`config.mk`:
```
export PLATFORM = sky130hd
export DESIGN_NAME = spi_reg_ctrl_flat
export DESIGN_NICKNAME = d
export VERILOG_FILES = /design/src/rtl/spi_reg_ctrl_pkg.sv /design/src/rtl/spi_reg_ctrl_if.sv /design/src/rtl/spi_reg_ctrl_sync_2ff.sv /design/src/rtl/spi_reg_ctrl.sv /design/src/flat_wrapper.sv
export SDC_FILE = /design/constraint.sdc
export NUM_CORES = 1
export LEC_CHECK = 0
export ABC_CLOCK_PERIOD_IN_PS = 2200
export CAP_MARGIN = 20
export CORE_MARGIN = 8
export CORE_UTILIZATION = 30
export CTS_CLUSTER_SIZE = 16
export DETAILED_ROUTE_END_ITERATION = 10
export PLACE_DENSITY_LB_ADDON = 0.15
export SYNTH_ARGS = -nofsm -noshare
export SYNTH_HDL_FRONTEND = slang
export SYNTH_SLANG_ARGS = --single-unit
```
`constraint.sdc`:
```
create_clock -name clk -period 2.2 [get_ports clk]
set_input_delay 0.22 -clock clk [delete_from_list [all_inputs] [get_ports clk]]
set_output_delay 0.22 -clock clk [all_outputs]
set_load 0.01 [all_outputs]
```
`src/rtl/spi_reg_ctrl_pkg.sv`:
```
// Shared types and constants for the SPI register-bus transaction controller.
// The optional write lock is built in when SPI_REG_WLOCK_EN is defined.
package spi_reg_pkg;

  typedef enum logic [1:0] {
    ST_CMD   = 2'd0,
    ST_WDATA = 2'd1,
    ST_RWAIT = 2'd2,
    ST_RDATA = 2'd3
  } state_e;

  localparam int         CMD_READ_BIT = 7;
  localparam logic [7:0] WLOCK_KEY    = 8'h5A;

endpackage

```
`src/rtl/spi_reg_ctrl_if.sv`:
```
// Bundles the byte-level SPI slave side and the register bus of spi_reg_ctrl.
// The slave modport is the controller's view; master is the surrounding logic.
interface spi_reg_ctrl_if #(
  parameter int ADDR_W = 7
);
  logic              ssel;
  logic              byte_received;
  logic [7:0]        received_data;
  logic              data_needed;
  logic [7:0]        data_to_send;
  logic [ADDR_W-1:0] reg_addr;
  logic [7:0]        reg_wdata;
  logic              reg_wr;
  logic              reg_rd;
  logic [7:0]        reg_rdata;
  logic              txn_active;
  logic              txn_done;

  modport slave (
    input  ssel, byte_received, received_data, data_needed, reg_rdata,
    output data_to_send, reg_addr, reg_wdata, reg_wr, reg_rd, txn_active, txn_done
  );

  modport master (
    output ssel, byte_received, received_data, data_needed, reg_rdata,
    input  data_to_send, reg_addr, reg_wdata, reg_wr, reg_rd, txn_active, txn_done
  );
endinterface

```
`src/rtl/spi_reg_ctrl_sync_2ff.sv`:
```
// Generic two-flop synchronizer for a single asynchronous control bit.
module sync_2ff #(
  parameter logic RST_VAL = 1'b0
) (
  input  logic clk,
  input  logic rst_n,
  input  logic d_i,
  output logic q_o
);
  logic meta_q;
  logic sync_q;

  always_ff @(posedge clk or negedge rst_n) begin
    if (!rst_n) begin
      meta_q <= RST_VAL;
      sync_q <= RST_VAL;
    end else begin
      meta_q <= d_i;
      sync_q <= meta_q;
    end
  end

  assign q_o = sync_q;
endmodule

```
`src/rtl/spi_reg_ctrl.sv`:
```
// Parses SSEL-framed SPI transfers into register-bus bursts and feeds MISO bytes.
// Define SPI_REG_WLOCK_EN to add the write lock keyed at the all-ones address.
module spi_reg_ctrl
  import spi_reg_pkg::*;
#(
  parameter int         ADDR_W      = 7,
  parameter logic [7:0] STATUS_BYTE = 8'hA5
) (
  input logic            clk,
  input logic            rst_n,
  spi_reg_ctrl_if.slave  bus
);
  localparam logic [ADDR_W-1:0] ADDR_MAX = '1;

  state_e            state_q, state_d;
  logic [7:0]        data_to_send_q, data_to_send_d;
  logic [ADDR_W-1:0] reg_addr_q, reg_addr_d;
  logic [7:0]        reg_wdata_q, reg_wdata_d;
  logic              reg_wr_q, reg_wr_d;
  logic              reg_rd_q, reg_rd_d;
  logic              wr_step_q, wr_step_d;
  logic              txn_active_q, txn_active_d;
  logic              txn_done_q, txn_done_d;
  logic              ssel_s;
  logic              rx;
  logic              cmd_read;
  logic [7:0]        status_now;
  logic              wr_allow;

  sync_2ff #(.RST_VAL(1'b1)) u_ssel_sync (
    .clk   (clk),
    .rst_n (rst_n),
    .d_i   (bus.ssel),
    .q_o   (ssel_s)
  );

  assign rx       = bus.byte_received & ~ssel_s;
  assign cmd_read = bus.received_data[CMD_READ_BIT];

`ifdef SPI_REG_WLOCK_EN
  localparam logic [7:0] STATUS_RST = {STATUS_BYTE[7:1], 1'b1};
  logic locked_q, locked_d;

  assign status_now = {STATUS_BYTE[7:1], locked_q};
  assign wr_allow   = ~locked_q | (reg_addr_q == ADDR_MAX);

  // The key register itself is always writable so the lock can be opened.
  always_comb begin
    locked_d = locked_q;
    if (state_q == ST_WDATA && rx && reg_addr_q == ADDR_MAX)
      locked_d = (bus.received_data != WLOCK_KEY);
  end

  always_ff @(posedge clk or negedge rst_n) begin
    if (!rst_n) locked_q <= 1'b1;
    else        locked_q <= locked_d;
  end
`else
  localparam logic [7:0] STATUS_RST = STATUS_BYTE;
  assign status_now = STATUS_BYTE;
  assign wr_allow   = 1'b1;
`endif

  always_ff @(posedge clk or negedge rst_n) begin
    if (!rst_n) begin
      state_q        <= ST_CMD;
      data_to_send_q <= STATUS_RST;
      reg_addr_q     <= '0;
      reg_wdata_q    <= '0;
      reg_wr_q       <= 1'b0;
      reg_rd_q       <= 1'b0;
      wr_step_q      <= 1'b0;
      txn_active_q   <= 1'b0;
      txn_done_q     <= 1'b0;
    end else begin
      state_q        <= state_d;
      data_to_send_q <= data_to_send_d;
      reg_addr_q     <= reg_addr_d;
      reg_wdata_q    <= reg_wdata_d;
      reg_wr_q       <= reg_wr_d;
      reg_rd_q       <= reg_rd_d;
      wr_step_q      <= wr_step_d;
      txn_active_q   <= txn_active_d;
      txn_done_q     <= txn_done_d;
    end
  end

  // RWAIT lingers while the read strobe is out, so capture lands the clk after it.
  always_comb begin
    state_d = state_q;
    if (ssel_s) begin
      state_d = ST_CMD;
    end else begin
      case (state_q)
        ST_CMD:   if (rx) state_d = cmd_read ? ST_RWAIT : ST_WDATA;
        ST_WDATA: state_d = ST_WDATA;
        ST_RWAIT: if (!reg_rd_q) state_d = ST_RDATA;
        ST_RDATA: if (rx) state_d = ST_RWAIT;
        default:  state_d = ST_CMD;
      endcase
    end
  end

  always_comb begin
    data_to_send_d = data_to_send_q;
    reg_addr_d     = reg_addr_q;
    reg_wdata_d    = reg_wdata_q;
    reg_wr_d       = 1'b0;
    reg_rd_d       = 1'b0;
    wr_step_d      = 1'b0;
    txn_active_d   = txn_active_q;
    txn_done_d     = 1'b0;
    if (ssel_s) begin
      data_to_send_d = status_now;
      txn_active_d   = 1'b0;
      txn_done_d     = txn_active_q;
    end else begin
      if (wr_step_q) reg_addr_d = reg_addr_q + 1'b1;
      case (state_q)
        ST_CMD: begin
          data_to_send_d = status_now;
          if (rx) begin
            reg_addr_d   = bus.received_data[ADDR_W-1:0];
            txn_active_d = 1'b1;
            reg_rd_d     = cmd_read;
          end
        end
        ST_WDATA: if (rx) begin
          reg_wdata_d = bus.received_data;
          wr_step_d   = 1'b1;
          reg_wr_d    = wr_allow;
        end
        ST_RWAIT: if (!reg_rd_q) data_to_send_d = bus.reg_rdata;
        ST_RDATA: if (rx) begin
          reg_addr_d = reg_addr_q + 1'b1;
          reg_rd_d   = 1'b1;
        end
        default: ;
      endcase
    end
  end

  assign bus.data_to_send = data_to_send_q;
  assign bus.reg_addr     = reg_addr_q;
  assign bus.reg_wdata    = reg_wdata_q;
  assign bus.reg_wr       = reg_wr_q;
  assign bus.reg_rd       = reg_rd_q;
  assign bus.txn_active   = txn_active_q;
  assign bus.txn_done     = txn_done_q;

  // The SPI slave may be mid-shift whenever data_needed is low.
  dts_stable_a: assert property (@(posedge clk) disable iff (!rst_n)
    (!bus.data_needed && !$past(bus.data_needed)) |-> $stable(data_to_send_q));

endmodule
```
`src/flat_wrapper.sv`:
```
// flat-port wrapper written by rule: the top's interface ports become plain ports
module spi_reg_ctrl_flat import spi_reg_pkg::*;
#(
  parameter int         ADDR_W      = 7,
  parameter logic [7:0] STATUS_BYTE = 8'hA5
)
  (clk, rst_n, bus_ssel, bus_byte_received, bus_received_data, bus_data_needed, bus_reg_rdata, bus_data_to_send, bus_reg_addr, bus_reg_wdata, bus_reg_wr, bus_reg_rd, bus_txn_active, bus_txn_done);
  spi_reg_ctrl_if #(.ADDR_W(ADDR_W)) bus_i ();
  input logic clk;
  input logic rst_n;
  input wire logic [$bits(bus_i.ssel)-1:0] bus_ssel;
  input wire logic [$bits(bus_i.byte_received)-1:0] bus_byte_received;
  input wire logic [$bits(bus_i.received_data)-1:0] bus_received_data;
  input wire logic [$bits(bus_i.data_needed)-1:0] bus_data_needed;
  input wire logic [$bits(bus_i.reg_rdata)-1:0] bus_reg_rdata;
  output wire logic [$bits(bus_i.data_to_send)-1:0] bus_data_to_send;
  output wire logic [$bits(bus_i.reg_addr)-1:0] bus_reg_addr;
  output wire logic [$bits(bus_i.reg_wdata)-1:0] bus_reg_wdata;
  output wire logic [$bits(bus_i.reg_wr)-1:0] bus_reg_wr;
  output wire logic [$bits(bus_i.reg_rd)-1:0] bus_reg_rd;
  output wire logic [$bits(bus_i.txn_active)-1:0] bus_txn_active;
  output wire logic [$bits(bus_i.txn_done)-1:0] bus_txn_done;
  assign bus_i.ssel = bus_ssel;
  assign bus_i.byte_received = bus_byte_received;
  assign bus_i.received_data = bus_received_data;
  assign bus_i.data_needed = bus_data_needed;
  assign bus_i.reg_rdata = bus_reg_rdata;
  assign bus_data_to_send = bus_i.data_to_send;
  assign bus_reg_addr = bus_i.reg_addr;
  assign bus_reg_wdata = bus_i.reg_wdata;
  assign bus_reg_wr = bus_i.reg_wr;
  assign bus_reg_rd = bus_i.reg_rd;
  assign bus_txn_active = bus_i.txn_active;
  assign bus_txn_done = bus_i.txn_done;
  spi_reg_ctrl #(.ADDR_W(ADDR_W), .STATUS_BYTE(STATUS_BYTE)) u_core (.clk(clk), .rst_n(rst_n), .bus(bus_i));
endmodule
```
==> impl_metrics.tcl <==
set metrics [dict create \
    core_area_sq_mm 0.00589 \
    syn_to_final_growth_pct 35.8 \
    rows 28 \
    synth_seq_cells 31 \
    synth_cells 188 \
    ir_worst_vdd_uv 588 \
    fin_crit_ns 1.97 \
    syn_nets 214 \
    clk_pin_slew_ns 0.08 \
    relSlewSlack 0.646 \
    cts-root-buf "clkbuf_8" \
    final.setup.worst_slack_ns 0.229 \
    crit_required_ns 2.38 \
    cts_inserted_buffers 5 \
    die_h_um 93.7 \
    layout_commonest_cell "clkdlybuf4s50_1" \
    yosysSeqAreaShare 0.432 \
    r2r-start "u_core.state_q[0]" \
    ios 48 \
    slew_viol_final 0 \
    drive_gt1_frac 0.137 \
    cts_tree "built" \
    place_worst_setup_slack_ns 0.247 \
    ant_nets 0 \
    die_x_um 93.7 \
    clock_latency_ns 0.29 \
    r2r-end "u_core.bus.reg_addr[5]" \
    grt_pass1_vias 1646 \
    final_area_sq_mm 0.00246 \
    routedWlPerCell_um 16.0 \
    mostFrequentLayoutCells "clkdlybuf4s50_1, dfrtp_1, nand2_1" \
    overflow 0 \
    wl_um 5070 \
    antenna_found_initial 0 \
    hpwl_um 3740 \
    initial_utilization 0.308 \
    die-area_sq_mm 0.00878 \
    syn_avg_cell_area_sq_um 9.64 \
    place_congestion 0.837 \
    ys.flop_type "dfrtp_1" \
    grt_pass1_wl_um 8430 \
    r2r_slack_ns 0.23 \
    holdWs_ns 0.325 \
    vias 1673 \
    drtPass1Iterations 4 \
    num-fill-cells 596 \
    status "complete, no violations" \
    nets 266 \
    max_freq_ghz 0.507 \
    fin_crit_sh 0.896 \
    place_area_sq_mm 0.00237 \
    syn_area_sq_mm 0.00181 \
    hold_violations 0 \
    diodes 0 \
    ys_async_sr_fraction 1.00 \
    crit_fanout 7 \
    setup_viol 0 \
    worst_slew_pin_slew_ns 0.530 \
    synth_warnings 0 \
    drt_iter0_markers 92 \
    arrival_ns 2.15 \
    grt_max_degree 32 \
    fin_skew_ns 0.00604 \
    routed_via_density 5.29 \
    finalSetupTns_ns 0 \
    cts.path.max_buffers 2 \
    r2r_cells 6 \
    maxCapViolCount 0 \
    rsz0062_at_grt "no" \
    port_buffers 46 \
    startpoint_type "register" \
    p_per_area_mw_per_mm2 1210 \
    path_class "register to register" \
    synth_edf_count 0 \
    drcViolationCount 0 \
    p_leak_nw 0.973 \
    ys_types 52 \
    cts-hold-fix-buffers 0 \
    place_inst 308 \
    fin_cells 316 \
    post_cts_buffers 0 \
    clkSinkCount 31 \
    track_usage 0.120 \
    hold_class "primary input to async pin" \
    cts.repair.resized 0 \
    cts_max_level 2 \
    endpoint_kind "register" \
]
==> Yosys cell counts (3+ instances only) <==
cell type  number  share of area
buf_6           3          0.019
ha_1            5          0.035
nand2_1        19          0.039
buf_4           3          0.012
inv_1           8          0.017
o21ai_0         5          0.014
nor3_1          4          0.011
a311oi_1        4          0.019
dfrtp_1        25           0.35
o21ai_1         5          0.014
nand2b_1        3          0.010
a31oi_1         3          0.010
nand3_1         5          0.014
a22oi_1         4          0.017
o22ai_1         5          0.017
buf_2           7          0.019
nor2_1         12          0.025
o311ai_1        3          0.015
mux2_1          7          0.044
a21oi_1        11          0.030
dfstp_2         6          0.087
nor4_1          3          0.010
==> sequential cells by signal, summed over array words and instances (netlist names) <==
| register | flops |
|---|---|
| u_core.bus.data_to_send | 8 |
| u_core.bus.reg_wdata | 8 |
| u_core.bus.reg_addr | 7 |
| u_core.state_q | 2 |
| u_core.bus.reg_rd | 1 |
| u_core.bus.txn_active | 1 |
| u_core.bus.txn_done | 1 |
| u_core.u_ssel_sync.meta_q | 1 |
| u_core.u_ssel_sync.q_o | 1 |
| u_core.wr_step_q | 1 |
==> cell type report <==
| class | count | area, sq um | area share |
|---|---|---|---|
| clock inverter | 3 | 23.8 | 0.00966 |
| sequential | 31 | 783 | 0.318 |
| multi-input combinational | 134 | 900 | 0.366 |
| clock buffer | 5 | 68.8 | 0.0280 |
| timing repair buffer | 59 | 558 | 0.227 |
| inverter | 9 | 33.8 | 0.0137 |
| tap | 75 | 93.8 | 0.0381 |
==> routing by layer <==
metal,routed length [um],GRT usage,vias to the layer above
met5,0,0,-
met4,23,0.0357,0
met3,388,0.0344,2
met2,2230,0.180,68
met1,2430,0.162,805
li1,-,-,798
==> where the power goes <==
part	internal [W]	leakage [nW]	switching, W	total (W)
combinational	0.000773	0.551	0.000770	0.00154
clock	0.000226	0.0408	0.000248	0.000474
sequential	0.000760	0.381	0.000209	0.000968
==> metrics by stage <==
step                utilization  power (W)
floorplan                     -    0.00188
CTS                       0.418    0.00301
detailed placement        0.402    0.00251
finish                    0.418    0.00299
global route              0.418    0.00321
global placement          0.402    0.00252
==> kinds of logic (layout without fill, tap and decap cells) <==
group | Yosys count | in the layout | share of synthesized area
flops | 31 | 31 | 0.432
compound gates | 58 | 58 | 0.225
xor+xnor | 1 | 1 | 0.00484
mux | 9 | 9 | 0.0546
buf+inv | 23 | 76 | 0.0711
simple gates | 61 | 61 | 0.177
fa+ha+maj | 5 | 5 | 0.0345
==> worst max-delay path: stages (launching register included) <==
cell	delay (ns)
dfrtp_1	0.38
inv_1	0.08
ha_1	0.42
a311o_1	0.37
a41oi_1	0.21
o311ai_1	0.13
o221a_2	0.28
==> worst max path at each step <==
stage	startpoint	end	slack (ns)	cells after the start
detailed placement	u_core.state_q[0]	u_core.bus.reg_addr[5]	0.25	6
finish	u_core.state_q[0]	u_core.bus.reg_addr[5]	0.23	6
global route	u_core.state_q[0]	u_core.bus.reg_addr[5]	0.12	6
CTS	u_core.state_q[0]	u_core.bus.reg_addr[5]	0.23	6
floorplan	u_core.state_q[0]	u_core.bus.reg_addr[5]	0.46	6
global placement	u_core.state_q[0]	u_core.bus.reg_addr[5]	0.26	6
Note: power is estimated with default switching activity, not from simulation.
